**config.mk**
```make
export PLATFORM = sky130hd
export DESIGN_NAME = tsu_rdout_flat
export DESIGN_NICKNAME = d
export VERILOG_FILES = /design/src/rtl/tsu_rdout_if.sv /design/src/rtl/tsu_rdout.sv /design/src/flat_wrapper.sv
export SDC_FILE = /design/constraint.sdc
export NUM_CORES = 1
export LEC_CHECK = 0
export ABC_CLOCK_PERIOD_IN_PS = 2970
export BUFFER_PORTS_ARGS = -buffer_cell sky130_fd_sc_hd__buf_2
export CAP_MARGIN = 5
export CORE_MARGIN = 2
export CORE_UTILIZATION = 35
export CTS_BUF_LIST = sky130_fd_sc_hd__clkbuf_8
export DETAILED_ROUTE_END_ITERATION = 6
export GPL_TIMING_DRIVEN = 1
export HOLD_SLACK_MARGIN = 0.03
export PLACE_DENSITY = 0.69
export SLEW_MARGIN = 10
export SYNTH_ARGS = -nofsm -noshare
export SYNTH_HDL_FRONTEND = slang
export SYNTH_SLANG_ARGS = --single-unit
```
**constraint.sdc**
```tcl
create_clock -name clk -period 2.97 [get_ports clk]
set_clock_uncertainty 0.1 [all_clocks]
set_input_delay 0.594 -clock clk [delete_from_list [all_inputs] [get_ports clk]]
set_output_delay 0.594 -clock clk [all_outputs]
set_load 0.1 [all_outputs]
```
**src/rtl/tsu_rdout_if.sv**
```systemverilog
// Bundles the TSU queue read port and the host register bus of tsu_rdout.
// The slave modport is the read-out block; the master modport is the queue/host side.
interface tsu_rdout_if;
    logic        q_rd_en;
    logic [7:0]  q_rd_stat;
    logic [47:0] q_rd_data;
    logic        q_rst;
    logic        bus_cs;
    logic        bus_rd;
    logic        bus_wr;
    logic [1:0]  bus_addr;
    logic [31:0] bus_wdata;
    logic [31:0] bus_rdata;
    logic        irq;

    modport slave (
        output q_rd_en,
        input  q_rd_stat,
        input  q_rd_data,
        output q_rst,
        input  bus_cs,
        input  bus_rd,
        input  bus_wr,
        input  bus_addr,
        input  bus_wdata,
        output bus_rdata,
        output irq
    );

    modport master (
        input  q_rd_en,
        output q_rd_stat,
        output q_rd_data,
        input  q_rst,
        output bus_cs,
        output bus_rd,
        output bus_wr,
        output bus_addr,
        output bus_wdata,
        input  bus_rdata,
        input  irq
    );
endinterface

```
**src/rtl/tsu_rdout.sv**
```systemverilog
// Pops 48-bit time stamps from the TSU queue into a single capture register and exposes them to the host.
// Define TSU_RDOUT_IRQ_EN to implement the entry-available interrupt and its CTRL enable bit.
module tsu_rdout #(
    parameter int POP_CNT_W = 16,
    parameter int FLUSH_CYC = 4
) (
    input  logic        clk,
    input  logic        rst_n,
    tsu_rdout_if.slave  bus
);

    typedef enum logic [2:0] {
        S_IDLE,
        S_POP,
        S_WAIT,
        S_CAPT,
        S_HELD,
        S_FLUSH
    } state_t;

    localparam int FC_W = (FLUSH_CYC > 1) ? $clog2(FLUSH_CYC) : 1;

    state_t                r_state;
    logic                  r_q_rd_en;
    logic                  r_q_rst;
    logic [FC_W-1:0]       r_flush_cnt;
    logic [47:0]           r_hold;
    logic                  r_hold_valid;
    logic [POP_CNT_W-1:0]  r_pop_cnt;
    logic                  r_auto_en;
    logic [3:0]            r_stat_q;
    logic [31:0]           r_rdata;

    logic                  w_rd;
    logic                  w_wr_ctrl;
    logic                  w_flush_req;
    logic                  w_ts_lo_rd;
    logic                  w_irq_en;
    logic [15:0]           w_pop_cnt16;
    logic [31:0]           w_rd_mux;

    assign w_rd        = bus.bus_cs & bus.bus_rd;
    assign w_wr_ctrl   = bus.bus_cs & bus.bus_wr & (bus.bus_addr == 2'd0);
    assign w_flush_req = w_wr_ctrl & bus.bus_wdata[2];
    assign w_ts_lo_rd  = w_rd & (bus.bus_addr == 2'd3);
    assign w_pop_cnt16 = 16'(r_pop_cnt);

    // Upper status bits and the unmapped write-data bits carry no function here.
    wire w_unused_bits = ^{bus.q_rd_stat[7:4], bus.bus_wdata[31:1]};

    always_ff @(posedge clk or negedge rst_n) begin
        if (!rst_n) begin
            r_auto_en <= 1'b0;
        end else if (w_wr_ctrl) begin
            r_auto_en <= bus.bus_wdata[0];
        end
    end

    always_ff @(posedge clk or negedge rst_n) begin
        if (!rst_n) begin
            r_stat_q <= 4'd0;
        end else begin
            r_stat_q <= bus.q_rd_stat[3:0];
        end
    end

    // A flush write overrides every state, including a concurrent TS_LO consume.
    always_ff @(posedge clk or negedge rst_n) begin
        if (!rst_n) begin
            r_state      <= S_IDLE;
            r_q_rd_en    <= 1'b0;
            r_q_rst      <= 1'b0;
            r_flush_cnt  <= '0;
            r_hold       <= 48'd0;
            r_hold_valid <= 1'b0;
            r_pop_cnt    <= '0;
        end else begin
            r_q_rd_en <= 1'b0;
            if (w_flush_req) begin
                r_state      <= S_FLUSH;
                r_q_rst      <= 1'b1;
                r_flush_cnt  <= FC_W'(FLUSH_CYC - 1);
                r_hold_valid <= 1'b0;
            end else begin
                case (r_state)
                    S_IDLE: begin
                        if (r_auto_en && (r_stat_q != 4'd0)) begin
                            r_state   <= S_POP;
                            r_q_rd_en <= 1'b1;
                        end
                    end
                    S_POP: begin
                        r_state <= S_WAIT;
                    end
                    S_WAIT: begin
                        r_state <= S_CAPT;
                    end
                    S_CAPT: begin
                        r_hold       <= bus.q_rd_data;
                        r_hold_valid <= 1'b1;
                        r_pop_cnt    <= r_pop_cnt + POP_CNT_W'(1);
                        r_state      <= S_HELD;
                    end
                    S_HELD: begin
                        if (w_ts_lo_rd) begin
                            r_hold_valid <= 1'b0;
                            r_state      <= S_IDLE;
                        end
                    end
                    S_FLUSH: begin
                        if (r_flush_cnt == '0) begin
                            r_q_rst <= 1'b0;
                            r_state <= S_IDLE;
                        end else begin
                            r_flush_cnt <= r_flush_cnt - FC_W'(1);
                        end
                    end
                    default: begin
                        r_state <= S_IDLE;
                    end
                endcase
            end
        end
    end

`ifdef TSU_RDOUT_IRQ_EN
    logic r_irq_en;
    logic r_irq;

    always_ff @(posedge clk or negedge rst_n) begin
        if (!rst_n) begin
            r_irq_en <= 1'b0;
            r_irq    <= 1'b0;
        end else begin
            if (w_wr_ctrl) begin
                r_irq_en <= bus.bus_wdata[1];
            end
            r_irq <= r_hold_valid & r_irq_en;
        end
    end

    assign w_irq_en = r_irq_en;
    assign bus.irq  = r_irq;
`else
    assign w_irq_en = 1'b0;
    assign bus.irq  = 1'b0;
`endif

    always_comb begin
        w_rd_mux = 32'd0;
        case (bus.bus_addr)
            2'd0: w_rd_mux = {29'd0, 1'b0, w_irq_en, r_auto_en};
            2'd1: w_rd_mux = {w_pop_cnt16, 6'd0, (r_state == S_FLUSH), r_hold_valid, 4'd0, r_stat_q};
            2'd2: w_rd_mux = {16'd0, r_hold[47:32]};
            2'd3: w_rd_mux = r_hold[31:0];
            default: w_rd_mux = 32'd0;
        endcase
    end

    // Read data holds its last value between accesses.
    always_ff @(posedge clk or negedge rst_n) begin
        if (!rst_n) begin
            r_rdata <= 32'd0;
        end else if (w_rd) begin
            r_rdata <= w_rd_mux;
        end
    end

    assign bus.q_rd_en   = r_q_rd_en;
    assign bus.q_rst     = r_q_rst;
    assign bus.bus_rdata = r_rdata;

endmodule

```
**src/flat_wrapper.sv**
```systemverilog
// flat-port wrapper written by rule: the top's interface ports become plain ports
module tsu_rdout_flat 
#(
    parameter int POP_CNT_W = 16,
    parameter int FLUSH_CYC = 4
)
  (clk, rst_n, bus_q_rd_en, bus_q_rd_stat, bus_q_rd_data, bus_q_rst, bus_bus_cs, bus_bus_rd, bus_bus_wr, bus_bus_addr, bus_bus_wdata, bus_bus_rdata, bus_irq);
  tsu_rdout_if bus_i ();
  input  logic clk;
  input  logic rst_n;
  output wire logic [$bits(bus_i.q_rd_en)-1:0] bus_q_rd_en;
  input wire logic [$bits(bus_i.q_rd_stat)-1:0] bus_q_rd_stat;
  input wire logic [$bits(bus_i.q_rd_data)-1:0] bus_q_rd_data;
  output wire logic [$bits(bus_i.q_rst)-1:0] bus_q_rst;
  input wire logic [$bits(bus_i.bus_cs)-1:0] bus_bus_cs;
  input wire logic [$bits(bus_i.bus_rd)-1:0] bus_bus_rd;
  input wire logic [$bits(bus_i.bus_wr)-1:0] bus_bus_wr;
  input wire logic [$bits(bus_i.bus_addr)-1:0] bus_bus_addr;
  input wire logic [$bits(bus_i.bus_wdata)-1:0] bus_bus_wdata;
  output wire logic [$bits(bus_i.bus_rdata)-1:0] bus_bus_rdata;
  output wire logic [$bits(bus_i.irq)-1:0] bus_irq;
  assign bus_q_rd_en = bus_i.q_rd_en;
  assign bus_i.q_rd_stat = bus_q_rd_stat;
  assign bus_i.q_rd_data = bus_q_rd_data;
  assign bus_q_rst = bus_i.q_rst;
  assign bus_i.bus_cs = bus_bus_cs;
  assign bus_i.bus_rd = bus_bus_rd;
  assign bus_i.bus_wr = bus_bus_wr;
  assign bus_i.bus_addr = bus_bus_addr;
  assign bus_i.bus_wdata = bus_bus_wdata;
  assign bus_bus_rdata = bus_i.bus_rdata;
  assign bus_irq = bus_i.irq;
  tsu_rdout #(.POP_CNT_W(POP_CNT_W), .FLUSH_CYC(FLUSH_CYC)) u_core (.clk(clk), .rst_n(rst_n), .bus(bus_i));
endmodule
```
; Yosys cells after proc, flatten, opt, wreduce, memory -nomap -nowiden
; Cells that the tools add are included.
[op_classes]
n_bitwise = 6
n_eq_ne = 12
n_mux = 18
n_reduce_logical = 13
n_addsub = 2
[op_table]
columns = cell, count
row1 = case mux 32 bit (4 select lines), 1
row2 = case mux 3 bit (6 select lines), 1
row3 = adder 16 x 1 -> 16 bit (second input constant), 1
row4 = 2-to-1 mux 3 bit, 4
row5 = != test 3 x 1 -> 1 bit (second input constant), 3
row6 = 2-to-1 mux 1 bit, 8
row7 = AND reduction 2 bit, 4
row8 = == test 3 x 2 -> 1 bit (second input constant), 2
row9 = == test 3 bit (second input constant), 2
row10 = 2-to-1 mux 2 bit, 3
row11 = AND 1 bit, 5
row12 = == test 2 bit (second input constant), 2
row13 = logical NOT 2 bit, 2
row14 = nonzero test 2 bit, 2
row15 = nonzero test 4 bit, 1
row16 = == test 3 x 1 -> 1 bit (second input constant), 1
row17 = logical NOT 3 bit, 1
row18 = AND reduction 3 bit, 1
row19 = nonzero test 3 bit, 1
row20 = == test 2 x 1 -> 1 bit (second input constant), 1
row21 = != test 2 x 1 -> 1 bit (second input constant), 1
row22 = case mux 1 bit (2 select lines), 1
row23 = subtractor 2 x 1 -> 2 bit (second input constant), 1
row24 = logical AND 1 bit, 1
row25 = NOT 1 bit, 1
[word_totals]
ff_bits = 109
inputBits = 95
output_inout_bits = 35
wordCells = 61

; Logic depth before layout (Yosys ltp)
; Gate-level depths: netlist of the first run.
[depth]
ltp_word = 5
mapped_depth = 7
ltp_nobuf = 6

; Worst setup path before layout of the first run
; No wires, ideal clock.
[synth_timing]
path_kind = input port to flip-flop
startpoint = input bus_bus_addr[1]
endpoint = register u_core.r_hold[33]
cell_stages = 6
setup_ps = 125
path_buffers = 3
setup_slack_ps = 969
t_arrival_ps = 1776
t_required_ps = 2745
path_cell_list = buf_4 > and4bb_1 > buf_6 > a21oi_4 > buf_6 > mux2_2
[synth_via]
elab_chain_cells = 5
[synth_lines]
columns = item, line_no
row1 = start: declaration, flat_wrapper.sv:18  ; input wire logic [$bits(bus_i.bus_addr)-1:0] bus_bus_addr;
row2 = logical NOT 2 bit, tsu_rdout.sv:43  ; assign w_wr_ctrl = bus.bus_cs & bus.bus_wr & (bus.bus_addr == 2'd0);
row3 = AND 1 bit, tsu_rdout.sv:43
row4 = AND 1 bit, tsu_rdout.sv:44  ; assign w_flush_req = w_wr_ctrl & bus.bus_wdata[2];
row5 = NOT 1 bit (no source line), --
row6 = AND reduction 2 bit (no source line), --
row7 = end signal: assignment, tsu_rdout.sv:99  ; r_hold <= bus.q_rd_data;
row8 = end: declaration, tsu_rdout.sv:27  ; logic [47:0] r_hold;
; No other way between the ends.
; A chain may end at the register's enable or synchronous reset.

; Final worst setup path of the first run
[layout_timing]
startpoint = register u_core.r_state[2]
endpoint = register u_core.r_hold[3]
[layout_via]
elab_chain_cells = 2
[layout_lines]
columns = item, line_no
row1 = start: declaration, tsu_rdout.sv:23  ; state_t r_state;
row2 = start signal: assignment, tsu_rdout.sv:70  ; r_state <= S_IDLE;
row3 = start signal: assignment, tsu_rdout.sv:80  ; r_state <= S_FLUSH;
row4 = start signal: assignment, tsu_rdout.sv:88  ; r_state <= S_POP;
row5 = == test 3 x 2 -> 1 bit, tsu_rdout.sv:85  ; case (r_state)
row6 = AND reduction 2 bit (no source line), --
; No other way between the ends.

==> metrics.md, run 1 <==
| Metric | Value |
|---|---|
| Status | `complete, no violations` |
| Area leader, netlist | `dfrtp_1` |
| Top_reg_cell synth | `dfrtp_1` |
| CTS tree | `yes` |
| DR vias | `a little over 3k` |
| Hold Crit Class | `in2async` |
| Fraction of layout cells with a size suffix above 1 | `0.369` |
| Async SR Flop Fraction | `1.00` |
| Crit Path Class | `reg2reg` |
| Largest net degree at the start of global routing | `81` |
| Largest family of logic cells by synthesized area | `multiplexers` |
| Cell variety after synth | `36` |
| Top-count cell post-synth | `dfrtp_1` |
| Post-DP HPWL | `6820 um` |
| Worst skew pair latency | `about 0.37 ns` |
| Postcts setup bufs | `0` |
| Detailed Routing Iterations Pass 1 | `4` |
| Mapped cell area | `4610 um2` |
| Seq pwr share | `0.451` |
| Cell internal pwr | `between 2000 and 3000 uW` |
| Final Setup Violations | `0` |
| Power Density | `approximately 950 nW/um2` |
| Die width | `roughly 120 um` |
| I/O Pins | `130` |
| Min Hold Slack | `around 0.035 ns` |
| Initial core utilization | `0.363` |
| Total wire length | `9650 um` |
| Crit. End Element | `flop` |
| Global Route Usage Sum | `0.143` |
| Post-synth EDFFs | `0` |
| Yosys warns | `0` |
| Fmax | `0.483 GHz` |
| Synth top cells by count | `dfrtp_1, mux2_2, nand2_1` |
| Sw Share | `0.420` |
| Avg WL per Cell | `around 15 um` |
| Lkg Pwr | `between 0.002 and 0.003 uW` |
| Final min period | `around 2.1 ns` |
| GR Overflow Total | `0` |
| Logic pwr share | `0.394` |
| Mux cell area share after synthesis | `0.198` |
| Post-synthesis simple-gate area fraction | `0.0770` |
| Worst slew pin tran | `0.667 ns` |
| RSZ-0062 raised after global routing | `no` |
| XOR/XNOR Fraction of Synth Area | `0.0323` |
| Post-synthesis sequential area ratio | `0.591` |
| VDD IR max | `between 0.4 and 0.5 mV` |
| Antenna Cells | `0` |
| Final Hold Fails | `0` |
| Port Buf Inserts | `94` |
| Nets | `544` |
| Die area | `approximately 14000 um2` |
| Max-cap viol count | `0` |
| Critical path fanouts, max | `28` |
| Clk pwr share | `0.155` |
| Remaining DRCs | `0` |
| Slew headroom | `0.554` |
| Cells after synthesis | `around 350` |
| Syn_area_per_cell | `13.0 um2` |
| Pins Over Slew Limit | `0` |
| Setup WS pre-CTS | `between 0.6 and 0.7 ns` |
| H-tree depth | `3` |
| Gpl congestion | `around 0.75` |
| Synth Area in Adders | `0.00542` |
| Number of global-route vias before repair | `3203` |
| Clock sinks | `109` |
| Root buffer cell | `clkbuf_8` |
| Initial DRC Count | `approximately 130` |
| First-pass GRT wire length | `between 15000 and 20000 um` |
| Post-CTS sizing | `0` |
| Num rows | `41` |
| Overall Power | `between 5000 and 6000 uW` |
| Top cells by area, synth | `dfrtp_1, mux2_2, mux2i_1, nand2_1, o21ai_0` |
| ANT nets after route | `0` |
| Final period utilization | `0.697` |
| Register bit total from synthesis | `109` |
| Core area | `~13000 um2` |
| Critical path arrival | `2.22 ns` |
| Initial antenna violation count | `0` |
| Post-synthesis compound-gate area fraction | `0.0645` |
| Syn nets | `451` |
| CTS clk-pin slew, worst paths | `around 0.1 ns` |
| Hold-fix buffer count after cts | `0` |
| Net switching power | `roughly 2200 uW` |
| Startpoint Class | `flop` |
| Die Y | `around 120 um` |
| CTS Buf Count | `9` |
| Final worst slack | `between 0.8 and 0.9 ns` |
| Clock Path Buffers | `2` |
| Required time worst endpoint | `roughly 3.1 ns` |
| Fin Setup TNS | `0 ns` |
| Area growth syn-to-layout | `17.4%` |
| Area fraction of the dominant cell type after synthesis | `0.591` |
| Via density | `a little under 5` |
-- power by group through the flow --
stage / Combinational, uW / Clock, uW / Sequential [uW]
3_3_place_gp: 2000 / 0 / 2320
6_report: 2030 / 798 / 2330
3_5_place_dp: 2060 / 0 / 2360
2_1_floorplan: 902 / 0 / 3100
4_1_cts: 2060 / 838 / 2330
5_1_grt: 2170 / 897 / 2400
-- logic make-up (layout without fill, tap and decap cells) --
| logic type | after synthesis | in the layout |
|---|---|---|
| simple gates | 75 | 75 |
| mux | 83 | 83 |
| buf+inv | 21 | 119 |
| xor+xnor | 17 | 17 |
| flops | 109 | 109 |
| fa+ha+maj | 2 | 2 |
| other cells | 1 | 1 |
| compound gates | 46 | 46 |
-- area by class of cell --
cell class              count  area [um2]
clock buffers               9         124
well taps                 172         215
inverters                   3        11.3
clock inverters             7        50.0
fillers                  1256        7310
repair buffers            100         543
multi-input cells         224        1740
flip-flops and latches    109        2730
-- layer usage --
| metal | wire length [um] | global-route usage | vias up |
|---|---|---|---|
| met1 | 4110 | 0.179 | 1515 |
| met4 | 81 | 0.0402 | 0 |
| met2 | 4920 | 0.244 | 90 |
| li1 | - | - | 1421 |
| met3 | 538 | 0.0402 | 8 |
| met5 | 0 | 0 | - |
-- state kept, by name, summed over array words and instances (netlist names) --
signal / flops
u_core.r_auto_en: 1
u_core.bus.q_rd_en: 1
u_core.r_hold_valid: 1
u_core.r_flush_cnt: 2
u_core.bus.bus_rdata: 32
u_core.bus.q_rst: 1
u_core.r_stat_q: 4
u_core.r_pop_cnt: 16
u_core.r_state: 3
u_core.r_hold: 48
-- placed cells by master (no fill, tap or decap) --
master / n
and4bb_1: 1
clkinv_2: 2
a21oi_4: 1
xor2_1: 2
o211ai_1: 2
buf_12: 2
buf_2: 93
xnor2_1: 15
mux2_2: 47
nand3_1: 10
nor2b_1: 3
nor3b_1: 1
a21oi_1: 2
clkinv_4: 1
clkinvlp_4: 3
and2_1: 4
nor4_1: 1
mux4_2: 1
and3_1: 2
mux2i_1: 26
nand2_1: 45
inv_1: 3
inv_6: 1
a22oi_1: 4
o21ai_0: 32
a211oi_4: 2
clkbuf_8: 9
a32oi_1: 1
and4_1: 1
or4_1: 1
conb_1: 1
mux2_1: 9
dfrtp_1: 109
o41ai_1: 1
nand3b_1: 1
buf_4: 5
nand4_1: 4
o311ai_0: 1
nor3_1: 1
ha_1: 2
-- through the flow --
stage                     std cells  instance area, um2   util
after detailed placement        608                5240  0.412
final                           624                5420  0.426
after global routing            624                5420  0.426
after CTS                       624                5420  0.426
after floorplan                 354                4610      -
after global placement          608                5240  0.412
-- worst paths after layout --
check | startpoint | to | slack, ns | cells after the start
max reg2reg | u_core.r_state[2] | u_core.r_hold[3] | 0.90 | 4
max | u_core.r_state[2] | u_core.r_hold[3] | 0.90 | 4
min in group clk | bus_q_rd_stat[2] | u_core.r_stat_q[2] | 0.22 | 1
min | rst_n | u_core.bus.bus_rdata[3] | 0.03 | 1
min reg2reg | u_core.bus.bus_rdata[7] | u_core.bus.bus_rdata[7] | 0.39 | 2
max in group asynchronous | rst_n | u_core.r_hold[25] | 1.98 | 2
-- critical path, stage by stage (launching register included) --
cell      delay (ns)
dfrtp_1         0.47
nand3b_1        0.40
a21oi_4         0.22
buf_4           0.37
mux2_2          0.39
No activity file was read; power rests on OpenSTA's default activity.
==> inputs of run 2 (changes only) <==
--- a/config.mk
+++ b/config.mk
@@ -5,7 +5,7 @@
 export SDC_FILE = /design/constraint.sdc
 export NUM_CORES = 1
 export LEC_CHECK = 0
-export ABC_CLOCK_PERIOD_IN_PS = 2970
+export ABC_CLOCK_PERIOD_IN_PS = 1800
 export BUFFER_PORTS_ARGS = -buffer_cell sky130_fd_sc_hd__buf_2
 export CAP_MARGIN = 5
 export CORE_MARGIN = 2
@@ -14,7 +14,7 @@
 export DETAILED_ROUTE_END_ITERATION = 6
 export GPL_TIMING_DRIVEN = 1
 export HOLD_SLACK_MARGIN = 0.03
-export PLACE_DENSITY = 0.69
+export PLACE_DENSITY = 0.72
 export SLEW_MARGIN = 10
 export SYNTH_ARGS = -nofsm -noshare
 export SYNTH_HDL_FRONTEND = slang
==> constraint.sdc (replaced) <==
create_clock -name clk -period 1.8 [get_ports clk]
set_clock_uncertainty 0.1 [all_clocks]
set_input_delay 0.36 -clock clk [delete_from_list [all_inputs] [get_ports clk]]
set_output_delay 0.36 -clock clk [all_outputs]
set_load 0.1 [all_outputs]
==> run 2 against run 1 <==
  * Sequential power up 63%
  * Highest routed layer unchanged
  * Worst setup slack worse by 0.84 ns
  * Final cell count up 4.5%
  * Critical path depth up 2
  * Critical path type unchanged
  * Worst hold slack better by 0.069 ns
  * First-iteration DRC count down 6.8%
  * Sequential cell count unchanged
  * Largest cell class unchanged
  * Cell area up 5.5%
  * Register-to-register slack worse by 0.84 ns
==> metrics.md, run 2 (same netlist as run 1, synthesis figures left out) <==
| Metric | Value |
|---|---|
| Final worst slack | `0.0561 ns (-0.844 ns)` |
| Flop2flop setup slack | `0.06 ns (-0.84 ns)` |
| Post-Place Cells | `627 (+3.1%)` |
| Total wire length | `9870 um (+2.2%)` |
| Status | `complete, no violations` |
| Critical path fanouts, max | `8 (-71%)` |
| H-tree depth | `3 (unchanged)` |
| Gpl congestion | `0.743 (-1.6%)` |
| GR Overflow Total | `0 (unchanged)` |
| Required time worst endpoint | `1.96 ns (-1.16 ns)` |
| Post-layout instance area | `5720 um2 (+5.5%)` |
| Detailed Routing Iterations Pass 1 | `6 (+2)` |
| Worst skew pair latency | `0.37 ns (about the same)` |
| Crit. End Element | `flop` |
| ANT nets after route | `0 (unchanged)` |
| Final Setup Violations | `0 (unchanged)` |
| DR vias | `3115 (+2.7%)` |
| Post-layout instance count excluding filler cells | `652 (+4.5%)` |
| Most frequent cells in the layout | `dfrtp_1, buf_2, mux2_2` |
| CP Launch Point | `u_core.r_state[2]` |
| CTS clk-pin slew, worst paths | `0.10 ns (about the same)` |
| Initial antenna violation count | `0 (unchanged)` |
| Nets | `573 (+5.3%)` |
| Via density | `4.78 (-1.7%)` |
| Port Buf Inserts | `94 (unchanged)` |
| Clock Path Buffers | `2 (unchanged)` |
| Core area | `12700 um2 (unchanged)` |
| Final Hold Fails | `0 (unchanged)` |
| CTS tree | `yes` |
| R2R cell count | `6 (+2)` |
| Area of the multi-input gates | `1740 um2 (unchanged)` |
| Fmax | `0.573 GHz (+19%)` |
| Num rows | `41 (unchanged)` |
| RSZ-0062 raised after global routing | `yes` |
| Largest net degree at the start of global routing | `43 (-47%)` |
| Power Density | `1530 nW/um2 (+61%)` |
| Max FFs per register | `48 (unchanged)` |
| Placed Area | `5420 um2 (+3.4%)` |
| Start of the worst register-to-register path | `u_core.r_state[2]` |
| Post-DP HPWL | `7130 um (+4.4%)` |
| VDD IR max | `0.779 mV (+59%)` |
| I/O Pins | `130 (unchanged)` |
| Final period utilization | `0.969 (+0.272)` |
| Fill count | `1225 (-2.5%)` |
| Lkg Pwr | `0.00267 uW (+6.3%)` |
| Setup WS pre-CTS | `-0.110 ns (-0.771 ns)` |
| First-pass GRT wire length | `16600 um (+4.3%)` |
| Clock sinks | `109 (unchanged)` |
| Critical path arrival | `1.90 ns (-0.32 ns)` |
| Initial DRC Count | `123 (-6.8%)` |
| Global Route Usage Sum | `0.148 (+0.00478)` |
| Max-cap viol count | `0 (unchanged)` |
| Root buffer cell | `clkbuf_8` |
| Initial core utilization | `0.363 (unchanged)` |
| Die area | `14100 um2 (unchanged)` |
| Register area | `2730 um2 (unchanged)` |
| Avg WL per Cell | `15.1 um (-2.2%)` |
| Die Y | `119 um (unchanged)` |
| Min-delay src | `bus_q_rd_data[30]` |
| Antenna Cells | `0 (unchanged)` |
| Reg-to-reg endpoint | `u_core.r_hold[9]` |
| Number of global-route vias before repair | `3335 (+4.1%)` |
| Remaining DRCs | `0 (unchanged)` |
| Fraction of layout cells with a size suffix above 1 | `0.396 (+0.0264)` |
| Commonest non-fill, non-tap cell in the layout | `dfrtp_1` |
| Crit Path Class | `reg2reg` |
| Area growth syn-to-layout | `23.9%` |
| Most flops, register | `u_core.r_hold` |
| Die width | `119 um (unchanged)` |
| Final min period | `1.74 ns (-0.326 ns)` |
| Overall Power | `8760 uW (+70%)` |
| Startpoint Class | `flop` |
| Hold Crit Class | `in2reg` |
| Worst setup path endpoint | `u_core.r_hold[9]` |
| CTS Buf Count | `9 (unchanged)` |
| Final core occ | `0.449 (+0.0236)` |
| Pins Over Slew Limit | `0 (unchanged)` |
run 2: metal layers:
layer  vias to the layer above  routed length, um  part of all wire  track usage
li1                       1477                  -                 -            -
met1                      1544               4290              0.43        0.185
met2                        82               4940              0.50        0.253
met3                        12                514             0.052       0.0388
met4                         0                120             0.012       0.0432
met5                         -                  0                 0            0
run 2: how the worst min path moves through the flow:
stage / end / slack [ns] / cells after the start
CTS: u_core.r_hold[30] / 0.08 / 2
global placement: u_core.r_hold[5] / 0.14 / 1
detailed placement: u_core.r_hold[37] / 0.14 / 1
global route: u_core.r_hold[30] / 0.09 / 2
finish: u_core.r_hold[30] / 0.10 / 2
floorplan: u_core.bus.bus_rdata[0] / -0.04 / 0
run 2: report_power, final:
part / internal, uW / total (uW) / switching [uW]
registers: 3320 / 3790 / 473
logic: 1300 / 3630 / 2330
clock network: 536 / 1340 / 804
total: 5150 / 8760 / 3610
run 2: worst max-delay path: stages, from the launching register on:
cell,delay [ns]
dfrtp_1,0.39
nand3b_1,0.22
buf_6,0.16
a21oi_4,0.11
buf_6,0.16
clkbuf_16,0.16
mux2_2,0.33
run 2: stage by stage:
stage / TNS [ns] / hold slack [ns]
floorplan: 0 / -0.0356
global placement: -2.95 / 0.137
detailed placement: -3.46 / 0.139
CTS: 0 / 0.0808
global route: -0.0806 / 0.0861
finish: 0 / 0.104
run 2: what timing repair did:
action,in CTS,in global routing
gates resized for setup,0,4
endpoints found under the setup margin,0,60
hold buffers,5,0
endpoints found under the hold margin,75,0
buffers inserted,0,4
run 2: area by class of cell:
class | instances | area share
Inverter | 3 | 0.00197
Timing Repair Buffer | 129 | 0.148
Clock inverter | 5 | 0.00635
Sequential cell | 109 | 0.477
Clock buffer | 10 | 0.0241
Tap cell | 172 | 0.0377
Multi-Input combinational cell | 224 | 0.305
